**src/rtl/game_flow_ctrl_pkg.sv**
```systemverilog
// Shared game-flow definitions: FSM state codes, screen geometry constants
// (also consumed by World and the renderer) and datapath widths.
package game_flow_ctrl_pkg;

    localparam int unsigned STATE_W = 3;
    localparam int unsigned X_W     = 11;
    localparam int unsigned Y_W     = 10;
    localparam int unsigned VIEW_W  = 33;
    localparam int unsigned LIVES_W = 2;
    localparam int unsigned TIME_W  = 9;
    localparam int unsigned HOLD_W  = 8;

    // Screen geometry
    localparam int unsigned SCREEN_HALF_W    = 320;
    localparam int unsigned SCREEN_PIT_Y     = 480;
    localparam int unsigned SCREEN_VIEW_INIT = 640;
    localparam int unsigned SCREEN_VIEW_MAX  = 3392;

    typedef enum logic [STATE_W-1:0] {
        ST_TITLE   = 3'd0,
        ST_RESPAWN = 3'd1,
        ST_PLAYING = 3'd2,
        ST_DYING   = 3'd3,
        ST_CLEAR   = 3'd4,
        ST_OVER    = 3'd5
    } state_t;

    // World is held in reset whenever no level is live
    function automatic logic world_run(input state_t s);
        return !(s inside {ST_TITLE, ST_RESPAWN, ST_OVER});
    endfunction

endpackage

```
**src/rtl/game_flow_ctrl_tick_counter.sv**
```systemverilog
// Hold counter: counts enable pulses, clears on request, flags the pulse that
// reaches the terminal count.
//   clk, rst   : clock, synchronous active-low reset
//   clear      : zero the count (wins over enable)
//   en         : count one pulse
//   terminal   : number of pulses to reach
//   done_c     : combinational, high on the pulse that completes the count
module game_flow_ctrl_tick_counter #(
    parameter int unsigned WIDTH = 8
) (
    input  logic             clk,
    input  logic             rst,
    input  logic             clear,
    input  logic             en,
    input  logic [WIDTH-1:0] terminal,
    output logic             done_c
);

    logic [WIDTH-1:0] count_q;

    // Pulse counter
    always_ff @(posedge clk) begin
        if (!rst) begin
            count_q <= '0;
        end else if (clear) begin
            count_q <= '0;
        end else if (en) begin
            count_q <= count_q + WIDTH'(1);
        end
    end

    assign done_c = en && (count_q == terminal - WIDTH'(1));

endmodule

```
**src/rtl/game_flow_ctrl.sv**
```systemverilog
// Game flow controller: title / respawn / play / death / clear / game-over
// sequencing, lives, level timer, camera and button gating.
//   clk, rst                     : clock, synchronous active-low reset
//   tick_10                      : one-cycle game-tick enable
//   start                        : start button (level, edge-detected)
//   jump_in/left_in/right_in     : raw buttons
//   mario_x, mario_y             : Mario position from World
//   mario_dead, flag_reached     : enemy-kill and goal flags
//   world_rst                    : active-low reset to World
//   jump/left/right              : buttons passed through only while playing
//   view, lives, time_left       : camera right edge, lives, level timer
//   state                        : FSM state code
module game_flow_ctrl
    import game_flow_ctrl_pkg::*;
#(
    parameter int unsigned LIVES_INIT  = 3,
    parameter int unsigned TIME_INIT   = 400,
    parameter int unsigned DEATH_TICKS = 20,
    parameter int unsigned CLEAR_TICKS = 30,
    parameter int unsigned VIEW_INIT   = SCREEN_VIEW_INIT,
    parameter int unsigned VIEW_MAX    = SCREEN_VIEW_MAX,
    parameter int unsigned PIT_Y       = SCREEN_PIT_Y
) (
    input  logic               clk,
    input  logic               rst,
    input  logic               tick_10,
    input  logic               start,
    input  logic               jump_in,
    input  logic               left_in,
    input  logic               right_in,
    input  logic [X_W-1:0]     mario_x,
    input  logic [Y_W-1:0]     mario_y,
    input  logic               mario_dead,
    input  logic               flag_reached,
    output logic               world_rst,
    output logic               jump,
    output logic               left,
    output logic               right,
    output logic [VIEW_W-1:0]  view,
    output logic [LIVES_W-1:0] lives,
    output logic [TIME_W-1:0]  time_left,
    output logic [STATE_W-1:0] state
);

    localparam logic [LIVES_W-1:0] LIVES_V     = LIVES_W'(LIVES_INIT);
    localparam logic [TIME_W-1:0]  TIME_V      = TIME_W'(TIME_INIT);
    localparam logic [VIEW_W-1:0]  VIEW_INIT_V = VIEW_W'(VIEW_INIT);
    localparam logic [VIEW_W-1:0]  VIEW_MAX_V  = VIEW_W'(VIEW_MAX);
    localparam logic [VIEW_W-1:0]  HALF_W_V    = VIEW_W'(SCREEN_HALF_W);
    localparam logic [Y_W-1:0]     PIT_Y_V     = Y_W'(PIT_Y);
    localparam logic [HOLD_W-1:0]  DEATH_T     = HOLD_W'(DEATH_TICKS);
    localparam logic [HOLD_W-1:0]  CLEAR_T     = HOLD_W'(CLEAR_TICKS);

    state_t               state_q, state_nxt;
    logic                 world_rst_q, world_rst_nxt;
    logic [LIVES_W-1:0]   lives_q, lives_nxt;
    logic [TIME_W-1:0]    time_q, time_nxt;
    logic [VIEW_W-1:0]    view_q, view_nxt;
    logic                 start_prev_q;

    logic                 start_edge;
    logic                 dies;
    logic [VIEW_W-1:0]    view_target;
    logic                 hold_en;
    logic                 hold_done;
    logic [HOLD_W-1:0]    hold_terminal;

    assign start_edge    = start && !start_prev_q;
    assign view_target   = VIEW_W'(mario_x) + HALF_W_V;
    assign dies          = mario_dead || (mario_y >= PIT_Y_V) || (time_q == '0);
    assign hold_en       = tick_10 && (state_q inside {ST_DYING, ST_CLEAR});
    assign hold_terminal = (state_q == ST_DYING) ? DEATH_T : CLEAR_T;

    // Death / level-clear hold timer, restarted on every state change
    game_flow_ctrl_tick_counter #(
        .WIDTH (HOLD_W)
    ) u_tick_counter (
        .clk      (clk),
        .rst      (rst),
        .clear    (state_nxt != state_q),
        .en       (hold_en),
        .terminal (hold_terminal),
        .done_c   (hold_done)
    );

    // State and datapath registers
    always_ff @(posedge clk) begin
        if (!rst) begin
            state_q      <= ST_TITLE;
            world_rst_q  <= 1'b0;
            lives_q      <= LIVES_V;
            time_q       <= TIME_V;
            view_q       <= VIEW_INIT_V;
            start_prev_q <= 1'b1;
        end else begin
            state_q      <= state_nxt;
            world_rst_q  <= world_rst_nxt;
            lives_q      <= lives_nxt;
            time_q       <= time_nxt;
            view_q       <= view_nxt;
            start_prev_q <= start;
        end
    end

    // Next-state and datapath updates
    always_comb begin
        state_nxt = state_q;
        lives_nxt = lives_q;
        time_nxt  = time_q;
        view_nxt  = view_q;

        case (state_q)
            ST_TITLE, ST_OVER: begin
                if (start_edge) begin
                    state_nxt = ST_RESPAWN;
                    lives_nxt = LIVES_V;
                end
            end
            ST_RESPAWN: begin
                state_nxt = ST_PLAYING;
                view_nxt  = VIEW_INIT_V;
                time_nxt  = TIME_V;
            end
            ST_PLAYING: begin
                if (tick_10 && (time_q != '0)) begin
                    time_nxt = time_q - TIME_W'(1);
                end
                // Camera only moves right
                if (view_target > view_q) begin
                    view_nxt = (view_target > VIEW_MAX_V) ? VIEW_MAX_V : view_target;
                end
                // Reaching the flag beats a simultaneous death
                if (flag_reached) begin
                    state_nxt = ST_CLEAR;
                end else if (dies) begin
                    state_nxt = ST_DYING;
                    if (lives_q != '0) begin
                        lives_nxt = lives_q - LIVES_W'(1);
                    end
                end
            end
            ST_DYING: begin
                if (hold_done) begin
                    state_nxt = (lives_q != '0) ? ST_RESPAWN : ST_OVER;
                end
            end
            ST_CLEAR: begin
                if (hold_done) begin
                    state_nxt = ST_TITLE;
                end
            end
            default: begin
                state_nxt = ST_TITLE;
            end
        endcase

        world_rst_nxt = world_run(state_nxt);
    end

    assign world_rst = world_rst_q;
    assign view      = view_q;
    assign lives     = lives_q;
    assign time_left = time_q;
    assign state     = state_q;

    // Buttons reach World only during play, with no added latency
    assign jump  = jump_in  && (state_q == ST_PLAYING);
    assign left  = left_in  && (state_q == ST_PLAYING);
    assign right = right_in && (state_q == ST_PLAYING);

endmodule

```
**config.mk**
```make
export PLATFORM = sky130hd
export DESIGN_NAME = game_flow_ctrl
export DESIGN_NICKNAME = d
export VERILOG_FILES = /design/src/rtl/game_flow_ctrl_pkg.sv /design/src/rtl/game_flow_ctrl_tick_counter.sv /design/src/rtl/game_flow_ctrl.sv
export SDC_FILE = /design/constraint.sdc
export NUM_CORES = 1
export LEC_CHECK = 0
export BUFFER_PORTS_ARGS = -buffer_cell sky130_fd_sc_hd__buf_2
export CORE_MARGIN = 3
export CORE_UTILIZATION = 45
export CTS_BUF_LIST = sky130_fd_sc_hd__clkbuf_8
export CTS_CLUSTER_DIAMETER = 50
export DETAILED_ROUTE_END_ITERATION = 8
export GPL_TIMING_DRIVEN = 0
export PLACE_DENSITY_LB_ADDON = 0.1
export SLEW_MARGIN = 20
export SYNTH_ARGS = -nofsm -noshare
export SYNTH_HDL_FRONTEND = slang
export SYNTH_SLANG_ARGS = --single-unit
```
**constraint.sdc**
```tcl
create_clock -name clk -period 3.76 [get_ports clk]
set_clock_uncertainty 0.15 [all_clocks]
set_input_delay 0.752 -clock clk [delete_from_list [all_inputs] [get_ports clk]]
set_output_delay 0.752 -clock clk [all_outputs]
set_load 0.005 [all_outputs]
```
* Yosys cells after proc, flatten, opt, wreduce, memory -nomap -nowiden
Index checks and enable logic that the tools add are counted.
Operators by class: add/subtract/negate cells 5, multipliers 0, div/mod/pow operators 0, order comparisons 3, eq/ne operators 15, shifts and indexed selects 0, muxes and demuxes 18, bitwise gates (word level) 1, reductions and logical operators 25
Operators with widths (count):
- $pmux 33 s2 | 1
- $gt 12x33->1 | 1
- $mux 33 | 1
- $mux 3 | 6
- $pmux 9 s2 | 1
- $pmux 3 s5 | 1
- $add 11x9->12 const B | 1
- $gt 12x12->1 const B | 1
- $mux 12 | 1
- $ne 2x2->1 const B | 6
- $ge 10x9->1 const B | 1
- $eq 3x3->1 const B | 3
- $logic_not 9->1 | 1
- $mux 9 | 1
- $reduce_bool 9->1 | 1
- $sub 9x1->9 const B | 1
- $add 8x1->8 const B | 1
- $eq 8x8->1 | 1
- $mux 2 | 4
- $reduce_bool 2->1 | 4
- $logic_and 1x1->1 | 7
- $eq 3x1->1 const B | 2
- $eq 3x2->1 const B | 2
- $logic_not 3->1 | 2
- other kinds (12) | 16
Word-level totals: flip-flop bits (word level) 57, latch bits 0, bits in writable memories 0, memory bits (read-only) 0, output and inout bits 51, memories 0

* Depth between registers and ports, before layout
Gate-level depths: netlist (run 1).
depth in word-level cells 10, gate-level depth with buffers 12

* Cells and area by module
Synthesis (run 1) repeated with hierarchy kept, for this count alone.
Unflattened totals: cell total of the unflattened synthesis 312, area, all modules 2671.3 um^2
Modules (own cells, without submodules):
- game_flow_ctrl | instances 1, cells an instance 237, area each 2072.0 um^2, seq. area each 560.5 um^2
- game_flow_ctrl_tick_counter | instances 1, cells an instance 75, area each 599.3 um^2, seq. area each 160.2 um^2

* Worst setup path after synthesis (run 1)
Ideal clock, no wire load.
kind input -> register, start point in mario_x[6], end point reg view_q[10] (netlist: view[10]), arrival time 2.873 ns, required time 3.518 ns, setup slack 0.644 ns, stages 12, buffers on the path 1, cells stage by stage ha_1 -> or2_2 -> nand2_1 -> xor2_1 -> inv_1 -> ha_1 -> nand3_1 -> nor4_1 -> nor2_1 -> a2bb2oi_1 -> buf_2 -> o32ai_1
Between the ends: word-level cells in the longest chain between the ends 5, elaborated cells between the ends (all ways) 8, those cells by class add/sub (1); order compare (2); eq/ne (1); mux (3); reduce/logical (1)
RTL lines:
- from (decl) | line game_flow_ctrl.sv:31 | input logic [X_W-1:0] mario_x,
- $add 11x9->12 (*) | line game_flow_ctrl.sv:69 | assign view_target = VIEW_W'(mario_x) + HALF_W_V;
- parallel branches: the longest is 4 deep, another holds $gt 12x33->1
- to (signal assigned) | line game_flow_ctrl.sv:100 | view_q <= view_nxt;
- to (decl) | line game_flow_ctrl.sv:58 | logic [VIEW_W-1:0] view_q, view_nxt;
Every way passes the cells marked *. The select of a mux whose other input is x is not followed. A chain may end at the register's enable or synchronous reset.

* Final worst setup path (run 1)
start point in mario_x[6], end point reg view_q[8] (netlist: view[8])
Same word-level chain as after synthesis.

==> metrics, run 1 <==
Pleak=1.39 nW; Initial Utilization=47.4%; endpoint class of the critical path=flop; leading cell type in the layout, fill and taps excluded=buf_2; Avg Cell Area, Syn=8.33 um2; Final Net Count=425; RSZ-0062 raised after global routing=no; CP Launch Type=primary input; Post-synth ARST share=0%; post-layout util=57.5%; max cap viols=0; WP data required=3.81 ns; Fmax=310 MHz; Fin. Hold Viols=0; #FFs+latches synth=36; reg-to-reg endpoint=view[8]; post-layout minimum cycle time=3.23 ns; area post-placement=0.00290 mm2; clk slew on worst S/H paths=0.08 ns; deepest clock path buffer count=2; DRC errors left=0; Slew Limit Headroom=46.4%; Post-Layout Cell Count=448; Area growth syn-to-layout=21.3%; Slew @ Worst Pin=0.784 ns; Post-CTS Resized=0; first-pass GRT wire length=9570 um; Hold WS=0.329 ns; VDD IR max=0.000210 V; critical path arrival=3.28 ns; Distinct cells, synth=61; Max H-tree Level=2; Max FO, Critical Path=10; Core Box Area=0.00520 mm2; cts bufs inserted=5; Multi-input gate area=0.00151 mm2; CTS Sinks=36; GRT Total Usage=18.6%; number of synthesized flops with an enable pin=0; YS warnings=0; # port buffers=54; sequential fraction of the synthesis area=29.2%; Slew Viols, Final=0; hpwl dp=4480 um; die height=80.0 um; Post-CTS Setup Inserts=0; pin count of the biggest net entering global routing=14; status=finished clean; most frequent cells in the layout=buf_2, dfxtp_1, inv_1, buf_4, conb_1; later-pin clock latency in the skew report=0.29 ns; R2R cell count=8; Worst Hold Class=reg2reg; vias in the first global route=2157; Hold Crit Depth=2; CTS tree=built; post-synthesis cell count=296; placed instance count=440; Final TNS setup=0 ns; predominant post-synthesis flop cell=dfxtp_1; part of the cycle the worst path needs=85.9%; HP Start=view[1]; critical path class=in2reg; Reg-to-Reg Start=view[10]; Root Buffer=clkbuf_8; Row Count=26; Post-Route WL=5580 um; width of the die=80.0 um; ant diodes=0; FILL cells=513; P per Cell Area=285 mW/mm2; DR pass1 iterations=4; DRT iter0 DRCs=94; Worst R2R Setup Slack=1.56 ns; final setup vio count=0; vias=2271; WL/cell=12.5 um; crit path launch=mario_x[6]; vias per cell=5.07; Hold Buf Count CTS=0; layout cells sized above 1=25.9%; I/O pin total=81; full die area=0.00640 mm2; gr ovfl total=0; placer congestion estimate=0.858; Worst Hold Path EP=view[1]; FF+latch area=721 um2; post-route ant nets=0; Post-Syn Area=0.00247 mm2; initial antenna violation count=0; post-layout instance area=0.00299 mm2
==> worst max-delay path, cell delays in order <==
cell and delay, ns:
buf_2 0.11, ha_1 0.21, or2_2 0.29, nand2_1 0.08
xor2_1 0.19, inv_1 0.06, ha_1 0.29, nand3_1 0.13
nor4_1 0.45, nor2_1 0.08, a2bb2oi_1 0.17, buf_2 0.22
o32ai_1 0.23
==> report_power, final <==
| group | total [mW] | leakage, nW | internal [mW] | switching (mW) |
|---|---|---|---|---|
| clock | 0.280 | 0.0404 | 0.131 | 0.149 |
| combinational | 0.172 | 1.06 | 0.0774 | 0.0946 |
| sequential | 0.402 | 0.291 | 0.391 | 0.0105 |
| total | 0.853 | 1.39 | 0.600 | 0.254 |
==> per-layer routing <==
metal,up-vias,GRT usage [%],part of all wire [%]
met5,-,0,0
met2,76,30.9,43
met4,0,3.55,0.61
li1,1185,-,-
met1,1006,24.3,48
met3,4,4.85,7.8
==> Yosys cell counts (8+ instances only) <==
cell type,count,area [um2]
inv_1,27,101
nor3_1,9,45.0
nor2_1,20,75.1
dfxtp_1,36,721
xnor2_1,11,96.3
ha_1,18,225
a21oi_1,10,50.1
buf_4,21,158
xor2_1,8,70.1
nor4_1,12,75.1
nand2_1,19,71.3
==> flip-flops by register name, indices dropped and copies added, names as in the netlist <==
name,cells
lives,2
u_tick_counter.count_q,8
time_left,9
state,3
world_rst,1
start_prev_q,1
view,12
==> stage by stage <==
step	power, mW	worst slack [ns]
finish	0.853	0.529
global route	0.909	0.176
CTS	0.869	0.523
detailed placement	0.582	0.217
global placement	0.580	0.257
floorplan	0.529	0.644
==> logic make-up after synthesis <==
kind of cell | Yosys count | synth area share [%]
other cells | 1 | 0.152
simple gates | 104 | 23.1
mux | 3 | 1.22
compound gates | 58 | 18.0
flops | 36 | 29.2
buf+inv | 57 | 12.4
fa+ha+maj | 18 | 9.13
xor+xnor | 19 | 6.75
==> area by class of cell <==
| cell class | count | share of cell area [%] |
|---|---|---|
| buffer | 29 | 6.73 |
| clock buffer | 5 | 2.30 |
| clock inverter | 3 | 0.795 |
| inverter | 28 | 3.51 |
| multi-input combinational | 223 | 50.6 |
| sequential | 36 | 24.1 |
| tap | 70 | 2.93 |
| timing repair buffer | 54 | 9.03 |
==> how the worst max path moves through the flow <==
stage                     endpoint  slack [ns]  cells after the start
after floorplan           view[10]        0.64                     12
after global placement    view[10]        0.26                     13
after detailed placement   view[8]        0.22                     13
after CTS                  view[8]        0.52                     13
after global routing       view[8]        0.18                     13
final                      view[8]        0.53                     13
Power figures use the tool's default switching activity.
==> inputs of run 2 (changes only) <==
- clock period: 3.76 -> 2.6 ns (I/O delays scaled with it)
==> run 2 against run 1 <==
Compared with the run above:
- the run now ends with setup timing left
- first-iteration DRC count up 15%
- largest power group unchanged
- critical path depth is 1 lower
- worst hold slack worse by 0.016 ns
- power up 53%
- combinational power up 83%
- global-route usage grew 0.66 points
- setup slack lost 0.57 ns
- critical path type unchanged
- non-clock buffer count grew 6
- largest cell class unchanged
- sequential cell count unchanged
- highest routed layer unchanged
- sequential power is 45% higher
- die area stayed put
==> metrics, run 2 (synthesized netlist as in run 1, its figures left out) <==
Slew Viols, Final=0 (unchanged); width of the die=80.0 um (unchanged); layout cells sized above 1=30.5% (+4.5 points); Reg-to-Reg Start=view[4]; max cap viols=0 (unchanged); slowest cell delay on critical path=0.51 ns (+0.06 ns); max FFs per register=12 (unchanged); Slew Limit Headroom=47.3% (+0.87 points); CP dominant cell by count=ha_4; Root Buffer=clkbuf_8; Hold WS=0.313 ns (-0.0162 ns); vias in the first global route=2170 (+0.60%); slack of the critical path=-0.0394 ns (-0.569 ns); full die area=0.00640 mm2 (unchanged); cts bufs inserted=5 (unchanged); status=finished with violations; Final Power=1.31 mW (+53%); CTS Sinks=36 (unchanged); hpwl dp=4580 um (+2.4%); Fin. Hold Viols=0 (unchanged); critical path class=in2reg; clk slew on worst S/H paths=0.07 ns (about the same); gr ovfl total=0 (unchanged); Area growth syn-to-layout=29.8%; Slew @ Worst Pin=0.771 ns (-0.0128 ns); Core Box Area=0.00520 mm2 (unchanged); initial antenna violation count=0 (unchanged); # port buffers=54 (unchanged); WL/cell=13.3 um (+6.4%); Fmax=379 MHz; Worst Hold Class=in2reg; Max H-tree Level=2 (unchanged); failing checks=setup timing; pin count of the biggest net entering global routing=12 (-2); critical path, cell by cell=buf_8, ha_4, or2_4, nand2_4, xor2_4, inv_2, ha_4, nand3_4, nor2_2, o221ai_2, a2111o_1, o32a_1; critical path arrival=2.66 ns (-0.62 ns); slowest CP cell=a2111o_1; endpoint class of the critical path=flop; Worst R2R Setup Slack=0.42 ns (-1.14 ns); placer congestion estimate=0.872 (+1.6%); vias=2359 (+3.9%); DRC errors left=0 (unchanged); vias per cell=5.20 (+2.5%); later-pin clock latency in the skew report=0.28 ns (about the same); deepest clock path buffer count=2 (unchanged); post-route ant nets=0 (unchanged); I/O pin total=81 (unchanged); ant diodes=0 (unchanged); reg-to-reg endpoint=view[9]; most frequent cells in the layout=buf_2, dfxtp_1, buf_4, inv_1, conb_1; final setup vio count=5 (+5); Pleak=1.47 nW (+5.4%); Hold Crit Depth=2 (unchanged); Row Count=26 (unchanged); Post-Route WL=6020 um (+7.8%); WP data required=2.62 ns (-1.19 ns); GRT Total Usage=19.3% (+0.66 points); RSZ-0062 raised after global routing=yes; Max FO, Critical Path=6 (-4); CP Launch Type=primary input; leading cell type in the layout, fill and taps excluded=buf_2; DR pass1 iterations=4 (unchanged); Hold Buf Count CTS=0 (unchanged); Final Net Count=431 (+1.4%); P per Cell Area=409 mW/mm2 (+43%); Initial Utilization=47.4% (unchanged); Worst Hold Path EP=start_prev_q; DRT iter0 DRCs=108 (+15%); R2R cell count=7 (-1); post-layout minimum cycle time=2.64 ns; CTS tree=built; HP Start=rst; first-pass GRT wire length=9920 um (+3.7%); VDD IR max=0.000302 V (+43%); part of the cycle the worst path needs=102%; die height=80.0 um (unchanged)
run 2: cell count changes in the layout (fill, tap and decap cells not counted), moves of 2 or more:
cell,before,now
buf_2,59,56
buf_4,21,27
buf_8,0,2
clkinv_2,0,2
clkinvlp_4,2,0
ha_1,18,16
ha_4,0,2
run 2: final cells by class:
type	count	area, um2
repair buffers	60	335
fillers	498	2000
clock buffers	6	82.6
multi-input cells	223	1650
well taps	70	87.6
plain buffers	29	208
inverters	28	105
flip-flops and latches	36	721
clock inverters	2	10.0
run 2: metrics by stage:
| stage | area [um2] | setup TNS (ns) | util (%) | cells | setup slack [ns] |
|---|---|---|---|---|---|
| after floorplan | 2610 | -0.147 | - | 316 | -0.0724 |
| after global placement | 2970 | -4.01 | 57.0 | 440 | -0.384 |
| after detailed placement | 2970 | -4.62 | 57.0 | 440 | -0.449 |
| after CTS | 3110 | -0.0462 | 59.8 | 450 | -0.0294 |
| after global routing | 3200 | -0.892 | 61.5 | 454 | -0.126 |
| final | 3200 | -0.101 | 61.5 | 454 | -0.0394 |
run 2: how the worst max path moves through the flow:
stage	from	to	slack, ns	depth (start not counted)
after global placement	mario_x[6]	view[9]	-0.38	12
final	mario_x[7]	view[9]	-0.04	12
after global routing	mario_x[7]	view[9]	-0.13	12
after floorplan	mario_x[6]	view[7]	-0.07	11
after CTS	mario_x[7]	view[9]	-0.03	12
after detailed placement	mario_x[6]	view[9]	-0.45	12
run 2: what timing repair did:
| item | in CTS | in global routing |
|---|---|---|
| pin swaps | 10 | 4 |
| gates resized for setup | 10 | 8 |
| endpoints found under the setup margin | 12 | 12 |
| setup buffers | 2 | 4 |
run 2: power by group:
part	total [mW]	internal, mW	switching, mW
combinational	0.315	0.148	0.167
clock	0.414	0.212	0.202
sequential	0.581	0.566	0.0149
run 2: routing by layer:
layer / wire length [um] / vias up / global-route usage, %
met5: 0 / - / 0
met4: 24 / 0 / 3.89
met3: 537 / 4 / 4.63
met2: 2710 / 88 / 31.9
met1: 2750 / 1071 / 25.4
li1: - / 1196 / -
run 2: worst max-delay path, delay by kind of cell:
family                     cells  cell delay (ns)
and+or+nand+nor                4             0.55
buffers and inverters          2             0.16
xor gates and xnor gates       1             0.16
AOI/OAI and AO/OA              3             0.85
adders and majority gates      2             0.43
==> inputs of run 3 (changes only) <==
--- a/config.mk
+++ b/config.mk
@@ -8,2 +8,3 @@
 export BUFFER_PORTS_ARGS = -buffer_cell sky130_fd_sc_hd__buf_2
+export CORE_ASPECT_RATIO = 1.2
 export CORE_MARGIN = 3
==> constraint.sdc (replaced) <==
create_clock -name clk -period 2.6 [get_ports clk]
set_clock_uncertainty 0.15 [all_clocks]
set_input_delay 0.26 -clock clk [delete_from_list [all_inputs] [get_ports clk]]
set_output_delay 0.26 -clock clk [all_outputs]
set_load 0.005 [all_outputs]
==> run 3 against run 2 <==
Compared with the run above:
- the run now ends clean
- die area is essentially flat
- cell count shrank 3.1%
- worst hold slack lost 0.25 ns
- sequential share of layout area grew 0.85 points
- sequential cell count is the same
- first-iteration DRC count shrank 22%
- non-clock buffer count shrank 4
- critical path type unchanged
- wire length shrank 1.9%
- via count shrank 1.2%
- fmax grew 5.5%
- combinational power shrank 9.5%
- count of clock-buffer cells in the layout is the same
==> metrics, run 3 (synthesized netlist as in run 1, its figures left out) <==
status=finished clean; Slew Viols, Final=0 (unchanged); width of the die=73.6 um (-8.1%); Worst Hold Path EP=start_prev_q; initial antenna violation count=0 (unchanged); cts bufs inserted=5 (unchanged); hpwl dp=4600 um (+0.27%); Fmax=400 MHz (+5.5%); Root Buffer=clkbuf_8; CTS tree=built; Pleak=1.43 nW (-2.6%); endpoint class of the critical path=flop; post-layout minimum cycle time=2.50 ns (-0.137 ns); post-layout instance area=0.00309 mm2 (-3.6%); Slew @ Worst Pin=0.812 ns (+0.0411 ns); Worst Hold Class=in2reg; slowest cell delay on critical path=0.53 ns (+0.02 ns); Final Power=1.28 mW (-2.5%); combinational fraction of design power=22.4% (-1.6 points); WP data required=2.63 ns (about the same); die height=87.1 um (+8.8%); vias per cell=5.30 (+1.9%); critical path buffer and inverter count=2 (unchanged); Hold Buf Count CTS=0 (unchanged); Fin. Hold Viols=0 (unchanged); VDD IR max=0.000238 V (-21%); RSZ-0062 raised after global routing=no; Hold WS=0.0603 ns (-0.252 ns); gr ovfl total=0 (unchanged); Slew Limit Headroom=44.5% (-2.8 points); Hold Crit Depth=2 (unchanged); Reg-to-Reg Start=time_left[0]; first-pass GRT wire length=9760 um (-1.7%); GRT Total Usage=19.2% (-0.11 points); post-route ant nets=0 (unchanged); pin count of the biggest net entering global routing=11 (-1); switching portion of total power=29.2% (-0.12 points); most frequent cells in the layout=buf_2, dfxtp_1, inv_1, buf_4, conb_1; critical path, cell by cell=buf_2, ha_2, or2_2, nand2_2, xor2_2, inv_2, ha_4, nand3_4, o22ai_4, nor3_4, a2111o_1, o32a_1; P per Cell Area=414 mW/mm2 (+1.1%); Max H-tree Level=2 (unchanged); Final Net Count=427 (-0.93%); area post-placement=0.00289 mm2 (-2.5%); P_sw=0.373 mW (-2.9%); DR pass1 iterations=4 (unchanged); part of the cycle the worst path needs=96.3% (-5.3 points); R2R cell count=7 (unchanged); ant diodes=0 (unchanged); Area growth syn-to-layout=25.1%; reg-to-reg endpoint=lives[1]; placer congestion estimate=0.822 (-5.8%); internal power=0.903 mW (-2.4%); vias in the first global route=2205 (+1.6%); Core Box Area=0.00511 mm2 (-1.7%); slowest CP cell=a2111o_1; Worst R2R Setup Slack=0.43 ns (about the same); DRC errors left=0 (unchanged); HP Start=rst; layout cells sized above 1=28.9% (-1.5 points); FILL cells=489 (-1.8%); vias=2330 (-1.2%); max FFs per register=12 (unchanged); clk slew on worst S/H paths=0.08 ns (about the same); Initial Utilization=48.2% (+0.83 points); Post-Route WL=5900 um (-1.9%); Max FO, Critical Path=6 (unchanged); later-pin clock latency in the skew report=0.29 ns (about the same); final setup vio count=0 (-5); leading cell type in the layout, fill and taps excluded=buf_2; CP Launch Type=primary input; Row Count=28 (+7.7%); deepest clock path buffer count=2 (unchanged); DRT iter0 DRCs=84 (-22%); Final TNS setup=0 ns (+0.101 ns); CTS Sinks=36 (unchanged); clock network fraction of total power=32.1% (+0.5 points); Sequential Power Share=45.5% (+1.1 points); full die area=0.00641 mm2 (about the same); critical path class=in2reg; critical path arrival=2.54 ns (-0.12 ns); # port buffers=54 (unchanged); I/O pin total=81 (unchanged); crit-path leading delay family=compound AO/OA/AOI/OAI gates; WL/cell=13.4 um (+1.2%); max cap viols=0 (unchanged)
-- run 3: final cells by class --
cell class              count  area [um2]  share of cell area, %
flip-flops and latches     36         721                   23.4
plain buffers              29         204                   6.61
repair buffers             56         285                   9.25
multi-input cells         223        1610                   52.0
well taps                  60        75.1                   2.43
inverters                  28         105                   3.41
clock buffers               6        82.6                   2.68
clock inverters             2        7.51                  0.243
-- run 3: per-layer routing --
metal	wire, um	track usage (%)	up-vias
met1	2450	21.5	1079
met2	3000	34.2	58
li1	-	-	1184
met5	0	0	-
met4	143	8.07	0
met3	308	4.16	9
-- run 3: worst max path at each step --
stage | slack (ns) | start | cells past startpoint | end
floorplan | -0.002 | mario_x[6] | 11 | view[7]
global placement | -0.39 | mario_x[6] | 13 | view[8]
detailed placement | -0.42 | mario_x[6] | 13 | view[10]
CTS | 0.04 | mario_x[6] | 12 | view[9]
global route | 0.003 | mario_x[6] | 14 | view[10]
finish | 0.1 | mario_x[6] | 12 | view[9]
-- run 3: through the flow --
stage | worst slack [ns] | instances | util, %
final | 0.0974 | 440 | 60.3
after global routing | 0.00322 | 440 | 60.3
after detailed placement | -0.421 | 430 | 56.6
after floorplan | -0.00192 | 316 | -
after CTS | 0.0434 | 440 | 59.2
after global placement | -0.393 | 430 | 56.6
-- run 3: what timing repair did --
action,in CTS,in global routing
gates resized for setup,5,11
pin swaps,4,5
buffers inserted,2,0
setup endpoints to repair,12,12
hold endpoints to repair,0,0
-- run 3: power groups by stage --
stage                     clock (mW)  combinational, mW  sequential (mW)
after floorplan                    0              0.173            0.593
final                          0.410              0.285            0.581
after detailed placement           0              0.251            0.594
after global routing           0.448              0.320            0.583
after global placement             0              0.247            0.593
after CTS                      0.429              0.263            0.581
-- run 3: worst reg2reg max path, cell delays in order, from the launching register on --
cell       delay [ns]
dfxtp_1          0.36
inv_1            0.09
ha_1             0.17
nor2b_1          0.17
nand3_1          0.12
a2111oi_0        0.64
and3_1           0.24
o21ai_0          0.08
